===== src/rtl/byte_bus_mem_responder.sv =====
// Target end of the 8-bit strobed memory bus: byte-wise address/write-data capture, word RAM, strobed read return.
// Optional SYNC_INPUTS_EN adds a two-flop synchronizer in front of the input register stage.
module byte_bus_mem_responder #(
  parameter int unsigned ADDR_WIDTH  = 8,
  parameter int unsigned HOLD_CYCLES = 4
) (
  input  logic       clk,
  input  logic       reset_n,
  input  logic       write_enable,
  input  logic       read_enable,
  input  logic       register_enable,
  input  logic       lower_bit,
  input  logic       upper_bit,
  input  logic [7:0] bus_in,
  output logic [7:0] bus_out,
  output logic       bus_oe,
  output logic       lower_byte_out,
  output logic       upper_byte_out,
  output logic       access_done,
  output logic       protocol_error
);

  typedef enum logic [3:0] {
    S_IDLE, S_ADDR, S_WDATA, S_COMMIT, S_FETCH, S_TURN, S_SEND_LO, S_SEND_HI, S_RDONE
  } state_t;

  localparam int unsigned IN_W      = 13;
  localparam logic [3:0]  HOLD_LAST = 4'(HOLD_CYCLES - 1);

  logic [IN_W-1:0] w_pins;
  logic [IN_W-1:0] r_in;
  logic            w_we, w_re, w_reg, w_lo, w_hi;
  logic [7:0]      w_bus;

  assign w_pins = {write_enable, read_enable, register_enable, lower_bit, upper_bit, bus_in};

`ifdef SYNC_INPUTS_EN
  logic [IN_W-1:0] r_sync1;
  logic [IN_W-1:0] r_sync2;

  always_ff @(posedge clk) begin
    if (!reset_n) begin
      r_sync1 <= '0;
      r_sync2 <= '0;
      r_in    <= '0;
    end else begin
      r_sync1 <= w_pins;
      r_sync2 <= r_sync1;
      r_in    <= r_sync2;
    end
  end
`else
  always_ff @(posedge clk) begin
    if (!reset_n) r_in <= '0;
    else          r_in <= w_pins;
  end
`endif

  assign {w_we, w_re, w_reg, w_lo, w_hi, w_bus} = r_in;

  state_t                r_state, w_state_next;
  logic [ADDR_WIDTH-1:0] r_addr;
  logic [15:0]           r_wd;
  logic [15:0]           r_rd;
  logic                  r_hi_seen;
  logic                  r_is_read, w_go_read;
  logic [3:0]            r_cnt;
  logic                  r_done, w_done;
  logic                  r_perr, w_perr;
  logic                  r_clash;
  logic                  w_ram_we, w_ram_re;
  logic [15:0]           r_ram [0:(1 << ADDR_WIDTH)-1];

  always_comb begin
    w_state_next = r_state;
    w_go_read    = r_is_read;
    w_done       = 1'b0;
    w_perr       = 1'b0;
    w_ram_we     = 1'b0;
    w_ram_re     = 1'b0;
    unique case (r_state)
      S_IDLE: begin
        if (w_we && w_re) begin
          w_perr = !r_clash;
        end else if ((w_we || w_re) && w_reg) begin
          w_state_next = S_ADDR;
          w_go_read    = w_re;
        end
      end
      S_ADDR: begin
        if (r_is_read) begin
          if (!w_re) begin
            w_perr       = 1'b1;
            w_state_next = S_IDLE;
          end else if (w_hi) begin
            w_state_next = S_FETCH;
          end
        end else if (!w_reg) begin
          w_state_next = S_WDATA;
        end else if (!w_we) begin
          w_perr       = 1'b1;
          w_state_next = S_IDLE;
        end
      end
      S_WDATA: begin
        if (!w_we) begin
          if (r_hi_seen) begin
            w_state_next = S_COMMIT;
          end else begin
            w_perr       = 1'b1;
            w_state_next = S_IDLE;
          end
        end
      end
      S_COMMIT: begin
        w_ram_we     = 1'b1;
        w_done       = 1'b1;
        w_state_next = S_IDLE;
      end
      S_FETCH: begin
        w_ram_re = 1'b1;
        if (!w_re) begin
          w_perr       = 1'b1;
          w_state_next = S_IDLE;
        end else begin
          w_state_next = S_TURN;
        end
      end
      S_TURN: begin
        if (!w_re) begin
          w_perr       = 1'b1;
          w_state_next = S_IDLE;
        end else begin
          w_state_next = S_SEND_LO;
        end
      end
      S_SEND_LO: begin
        if (!w_re) begin
          w_perr       = 1'b1;
          w_state_next = S_IDLE;
        end else if (r_cnt == HOLD_LAST) begin
          w_state_next = S_SEND_HI;
        end
      end
      S_SEND_HI: begin
        if (!w_re) begin
          w_perr       = 1'b1;
          w_state_next = S_IDLE;
        end else if (r_cnt == HOLD_LAST) begin
          w_state_next = S_RDONE;
        end
      end
      S_RDONE: begin
        if (!w_re) begin
          w_done       = 1'b1;
          w_state_next = S_IDLE;
        end
      end
      default: w_state_next = S_IDLE;
    endcase
  end

  always_ff @(posedge clk) begin
    if (!reset_n) begin
      r_state   <= S_IDLE;
      r_addr    <= '0;
      r_wd      <= '0;
      r_hi_seen <= 1'b0;
      r_is_read <= 1'b0;
      r_cnt     <= '0;
      r_done    <= 1'b0;
      r_perr    <= 1'b0;
      r_clash   <= 1'b0;
    end else begin
      r_state   <= w_state_next;
      r_is_read <= w_go_read;
      r_done    <= w_done;
      r_perr    <= w_perr;
      // Clash reported once per episode of both enables high, not every cycle.
      r_clash   <= w_we & w_re;
      r_cnt     <= (w_state_next != r_state) ? '0 : r_cnt + 4'd1;
      if (r_state == S_IDLE) r_hi_seen <= 1'b0;
      if (r_state == S_ADDR) begin
        // Only the word-select bits are kept; higher address bits are ignored, so addresses wrap.
        for (int unsigned i = 0; i < ADDR_WIDTH; i++) begin
          if (i < 8) begin
            if (w_lo) r_addr[i] <= w_bus[i[2:0]];
          end else begin
            if (w_hi) r_addr[i] <= w_bus[i[2:0]];
          end
        end
      end
      if (r_state == S_WDATA) begin
        if (w_lo) r_wd[7:0] <= w_bus;
        if (w_hi) begin
          r_wd[15:8] <= w_bus;
          r_hi_seen  <= 1'b1;
        end
      end
    end
  end

  always_ff @(posedge clk) begin
    if (w_ram_we && reset_n) r_ram[r_addr] <= r_wd;
    if (w_ram_re)            r_rd <= r_ram[r_addr];
  end

  always_comb begin
    bus_out        = '0;
    bus_oe         = 1'b0;
    lower_byte_out = 1'b0;
    upper_byte_out = 1'b0;
    unique case (r_state)
      S_SEND_LO: begin
        bus_oe         = 1'b1;
        bus_out        = r_rd[7:0];
        lower_byte_out = 1'b1;
      end
      S_SEND_HI: begin
        bus_oe         = 1'b1;
        bus_out        = r_rd[15:8];
        upper_byte_out = 1'b1;
      end
      S_RDONE: begin
        bus_oe  = 1'b1;
        bus_out = r_rd[15:8];
      end
      default: ;
    endcase
  end

  assign access_done    = r_done;
  assign protocol_error = r_perr;

endmodule


===== config.mk =====
export PLATFORM = sky130hd
export DESIGN_NAME = byte_bus_mem_responder
export DESIGN_NICKNAME = d
export VERILOG_FILES = /design/src/rtl/byte_bus_mem_responder.sv
export SDC_FILE = /design/constraint.sdc
export NUM_CORES = 2
export LEC_CHECK = 0
export ABC_CLOCK_PERIOD_IN_PS = 4000
export CORE_MARGIN = 4
export CORE_UTILIZATION = 57
export CTS_CLUSTER_DIAMETER = 200
export DETAILED_ROUTE_END_ITERATION = 10
export GPL_ROUTABILITY_DRIVEN = 0
export HOLD_SLACK_MARGIN = 0.12
export PLACE_DENSITY = 0.71
export SETUP_SLACK_MARGIN = 0.02
export SLEW_MARGIN = 15
export SYNTH_ARGS = -nofsm -noshare
export SYNTH_HDL_FRONTEND = slang
export SYNTH_SLANG_ARGS = --single-unit

===== constraint.sdc =====
create_clock -name clk -period 4 [get_ports clk]
set_input_delay 1.2 -clock clk [delete_from_list [all_inputs] [get_ports clk]]
set_output_delay 1.2 -clock clk [all_outputs]
set_load 0.02 [all_outputs]

[Word level (Yosys, flattened, before mapping)]
Memories as Yosys holds them, arrays and structs flattened. A register that Yosys moved wholly into a read port is not among the register bits.
Cells that the tools add are included.
Word-level totals
  bits of input ports: 15
  output and inout bits: 13
  flip-flop bits (word level): 50
  memories: 1
  memory bits (writable): 4096
  word-level logic and storage cells: 77
Memories
  r_ram: depth 256, width 16, rd ports 1, clocked after memory_dff 1, wr ports 1, line 72  | logic [15:0] r_ram [0:(1 << ADDR_WIDTH)-1];
Operators by class
  muxes and demuxes: 37
  reduce and logical (&&, ||, !) cells: 14
  equal/unequal tests: 10
  bitwise gates (word level): 3
  add/sub/neg operators: 1
Operators with widths (number)
  4-bit two-way mux: 13
  4-bit case mux with 8 select lines: 1
  1-bit two-way mux: 17
  4-bit by 3-bit == test with 1-bit output (second input constant): 4
  8-bit case mux with 2 select lines: 1
  4-bit by 2-bit == test with 1-bit output (second input constant): 3
  3-bit two-way mux: 2
  2-bit AND reduction: 3
  4-bit by 1-bit adder with 4-bit output (second input constant): 1
  4-bit by 1-bit == test with 1-bit output (second input constant): 1
  4-bit == test (second input constant): 1
  4-bit zero test: 1
  4-bit != test: 1
  1-bit case mux with 4 select lines: 1
  2-bit OR reduction: 2
  4-bit OR reduction: 1
  1-bit logical AND: 3
  3-bit AND reduction: 1
  3-bit OR reduction: 1
  2-bit two-way mux: 1
  1-bit inverter: 2
  1-bit case mux with 2 select lines: 1
  1-bit AND: 1
  1-bit zero test: 1
  1-bit logical OR: 1

[Logic depth before layout (Yosys ltp)]
  word-level depth: 7
  depth in mapped cells: 14
  mapped depth without buffers: 8

[Worst setup path before layout]
Ideal clock, no wire load.
  path kind: reg-to-reg
  start: register r_wd[0]
  end: memory r_ram[0][0], data pin
  cell stages (with the launch flop): 1
  arrival: 3397 ps
  path slack: -253 ps
  required time: 3144 ps
  period minus slack after synthesis: 4253 ps
  buffers on the path: 0
  setup time: 856 ps
  path through: dfxtp_1
RTL lines
  start: declaration: line 63  | logic [15:0] r_wd;
  start signal: assignment: line 194  | if (w_lo) r_wd[7:0] <= w_bus;
  end: declaration: line 72
No word-level cell before the write port.

==> summary.txt <==
Global routing
  – Total global routing overflow: 0
  – Number of antenna violations at the first check in global routing: 25
  – Vias in the first global route: between 80k and 90k
  – Maximum number of pins on one net before global-route repair: approximately 150
  – GRT Resource Usage Total: 0.309
  – Global-route wire length before repair: around 620,000 um

Layout
  – Area growth, synth to finish: 16.6%
  – Final Core Density: 0.669
  – Most frequent standard cell in the layout excluding fill and tap cells: edfxtp_1
  – Highest-count cells in the layout ignoring fill and taps: edfxtp_1 (4,112), mux4_2 (1,095), buf_4 (481)
  – Post-layout net count: about 7.8k
  – Number of non-filler instances in the completed layout: ~12k
  – Share of post-route cells with drive strength above 1: 0.325
  – Final Cell Area: 186,000 um2

Yosys
  – Mean instance size in the synthesized netlist: ~23 um2
  – Async set-reset flop share out of synthesis: 0
  – Number of library cell types mapped by synthesis: 63
  – Total of flip-flops plus latches after synthesis: around 4.2k
  – Number of flops mapped to enable cells by yosys: 4,112
  – Synthesized instance count: between 6k and 7k
  – Synth warn: 0
  – Most common flop cell mapped by yosys: edfxtp_1
  – Syn Nets: 6,944
  – Mapped Area: approximately 160,000 um2
  – Share of the yosys chip area belonging to registers: 0.782

Clock tree
  – Clock Path Buffers: 4
  – Number of buffers created by CTS: about 400
  – Library cell used as clock root buffer: clkbuf_16
  – CTS tree: done
  – Clk sinks: 4,162
  – CTS H-tree depth: 5
  – Clock transition at the register clock pins on the worst setup and hold paths after CTS: ~0.06 ns
  – Clock latency on the worst-skew pair: 0.97 ns

STA
  – Slew Viols, Final: 0
  – Summed negative setup slack over all endpoints: -0.112 ns
  – Slew Limit Headroom: 0.136
  – Final hold viol count: 0
  – Fraction of the cycle the final worst path needs: 1.03
  – RSZ-0062 raised after global routing: no
  – Worst-Margin Slew: between 1 and 1.5 ns
  – Time the worst path needs with I/O delays and setup: roughly 4 ns
  – Setup Viol. Count Final: 1
  – Worst setup margin: -0.112 ns
  – Maximum achievable frequency: about 240 MHz
  – Worst clock skew: ~0.067 ns

Die
  – Chip width: 536 um
  – Placeable Area: ~280,000 um2
  – Top-level port count: 28
  – Std-Cell Rows: between 150 and 200
  – Starting density of the core: 0.574
  – Die Footprint: between 200,000 and 300,000 um2
  – DIE HEIGHT: ~540 um

Routing
  – WL/cell: around 37 um
  – Overall routed net length: approximately 440,000 um
  – Initial DRC count: 12.8k
  – DRC violations left: 0
  – DR pass1 iterations: 9
  – Via-per-instance ratio: a little under 7
  – Routed vias: slightly above 80k
  – Antenna-violating nets left: 0

Setup path
  – Crit path DAT: approximately 4.8 ns
  – Type of origin of the critical path: flip-flop
  – Max FO, Critical Path: 15
  – WP data required: around 4.7 ns
  – Worst Setup Path Type: reg -> reg
  – Endpoint class of the critical path: flip-flop

Min path
  – Classification of the worst-slack hold path: reg -> reg

Power and ir drop
  – Leakage power total: roughly 58 nW
  – Overall Power: 86.3 mW
  – PwrDens: ~470 nW/um2
  – Peak supply drop: approximately 0.53 mV

Placed design
  – Placed wire-length estimate: roughly 270,000 um
  – Instance area after placement: roughly 170,000 um2
  – Total instance count after detailed placement: 11.0k
  – IO buf count: 27

Run status
  – Violations in the final reports: setup timing
  – Outcome: complete, but fails checks

Job
  – Maxcap violations: 0
synthesized netlist by cell type (6+ instances only):
cell	number	area, um2
or2_2	8	50.1
nand2b_1	16	100
o22ai_1	69	432
a221oi_1	40	350
a2111oi_0	6	52.6
edfxtp_1	4112	123000
dfxtp_1	50	1000
and2_1	21	131
buf_4	56	420
nand4_1	22	138
nor4_1	9	56.3
and3_1	6	37.5
nand3_1	55	275
o21ai_0	30	150
a22o_1	45	394
clkbuf_1	124	465
nor2b_1	22	138
nor2_1	325	1220
mux2i_1	182	1820
buf_2	158	791
a22oi_1	109	818
a21oi_1	70	350
nand2_1	95	357
inv_1	8	30.0
buf_6	20	225
a211oi_1	17	128
buf_1	39	146
o221ai_1	10	87.6
mux4_2	1095	24700
nor3_1	24	120
mux2_2	11	124
worst max-delay path, stage by stage (launching register included):
cell and delay (ns):
dfxtp_4 0.43, buf_4 0.18, buf_12 0.16, buf_4 0.33, mux4_2 0.57, mux2i_1 0.65
o32ai_1 0.24, nor3_1 0.81, nand4_1 0.19, nand4b_1 0.22
final timing paths:
path                   from       end  slack [ns]  cells after the start
setup / recovery  r_addr[0]   r_rd[6]       -0.11                      9
hold / removal     r_cnt[0]  r_cnt[0]        0.47                      1
setup reg to reg  r_addr[0]   r_rd[6]       -0.11                      9
hold reg to reg    r_cnt[0]  r_cnt[0]        0.47                      1
power breakdown:
| group | switching (mW) | leakage (nW) | internal, mW |
|---|---|---|---|
| Combinational | 0.183 | 12.6 | 0.138 |
| Sequential | 0.0261 | 38.5 | 47.2 |
| Clock | 16.5 | 6.58 | 22.2 |
area by class of cell:
cell class,count,area [um2]
clock buffers,461,10400
fillers,16900,91700
diodes,20,50.0
flip-flops and latches,4162,125000
clock inverters,280,3190
well taps,3705,4640
inverters,9,33.8
multi-input cells,2359,32900
repair buffers,801,9750
per-stage QoR:
step	worst slack, ns	hold slack [ns]
final	-0.112	0.466
after global routing	0.0254	0.479
after CTS	0.0197	0.467
after detailed placement	-0.217	0.458
after global placement	-0.284	0.428
after floorplan	0.591	0.418
layer usage:
layer / part of all wire / vias to the layer above / track usage / routed length, um
met5: 0.000095 / - / 0 / 42
met3: 0.12 / 1015 / 0.0818 / 53900
met4: 0.057 / 6 / 0.150 / 25200
met2: 0.46 / 5775 / 0.464 / 204000
met1: 0.36 / 42900 / 0.428 / 156000
li1: - / 31300 / - / -
sequential cells by signal (all words and copies together) (netlist names), 4 cells and up:
register	flops
r_rd	16
r_addr	8
r_state	4
r_ram	4096
r_cnt	4
r_wd	16
r_in	13
timing repair:
| item | CTS | global route |
|---|---|---|
| pin swaps | 3 | 0 |
| setup endpoints to repair | 13 | 7 |
| setup buffers | 7 | 2 |
| cloned | 0 | 0 |
| resized for setup | 49 | 4 |
| hold buffers | 0 | 0 |
cell families after synthesis:
| group | count (synthesis) | synth area share |
|---|---|---|
| AO/OA/AOI/OAI | 437 | 0.0195 |
| XOR/XNOR | 4 | 0.000220 |
| adder cells (fa/ha/maj) | 1 | 0.0000786 |
| buffers and inverters | 407 | 0.0132 |
| flip-flops | 4162 | 0.782 |
| multiplexers | 1288 | 0.167 |
| AND/OR/NAND/NOR | 629 | 0.0177 |
Note: power is estimated with default switching activity, not from simulation.
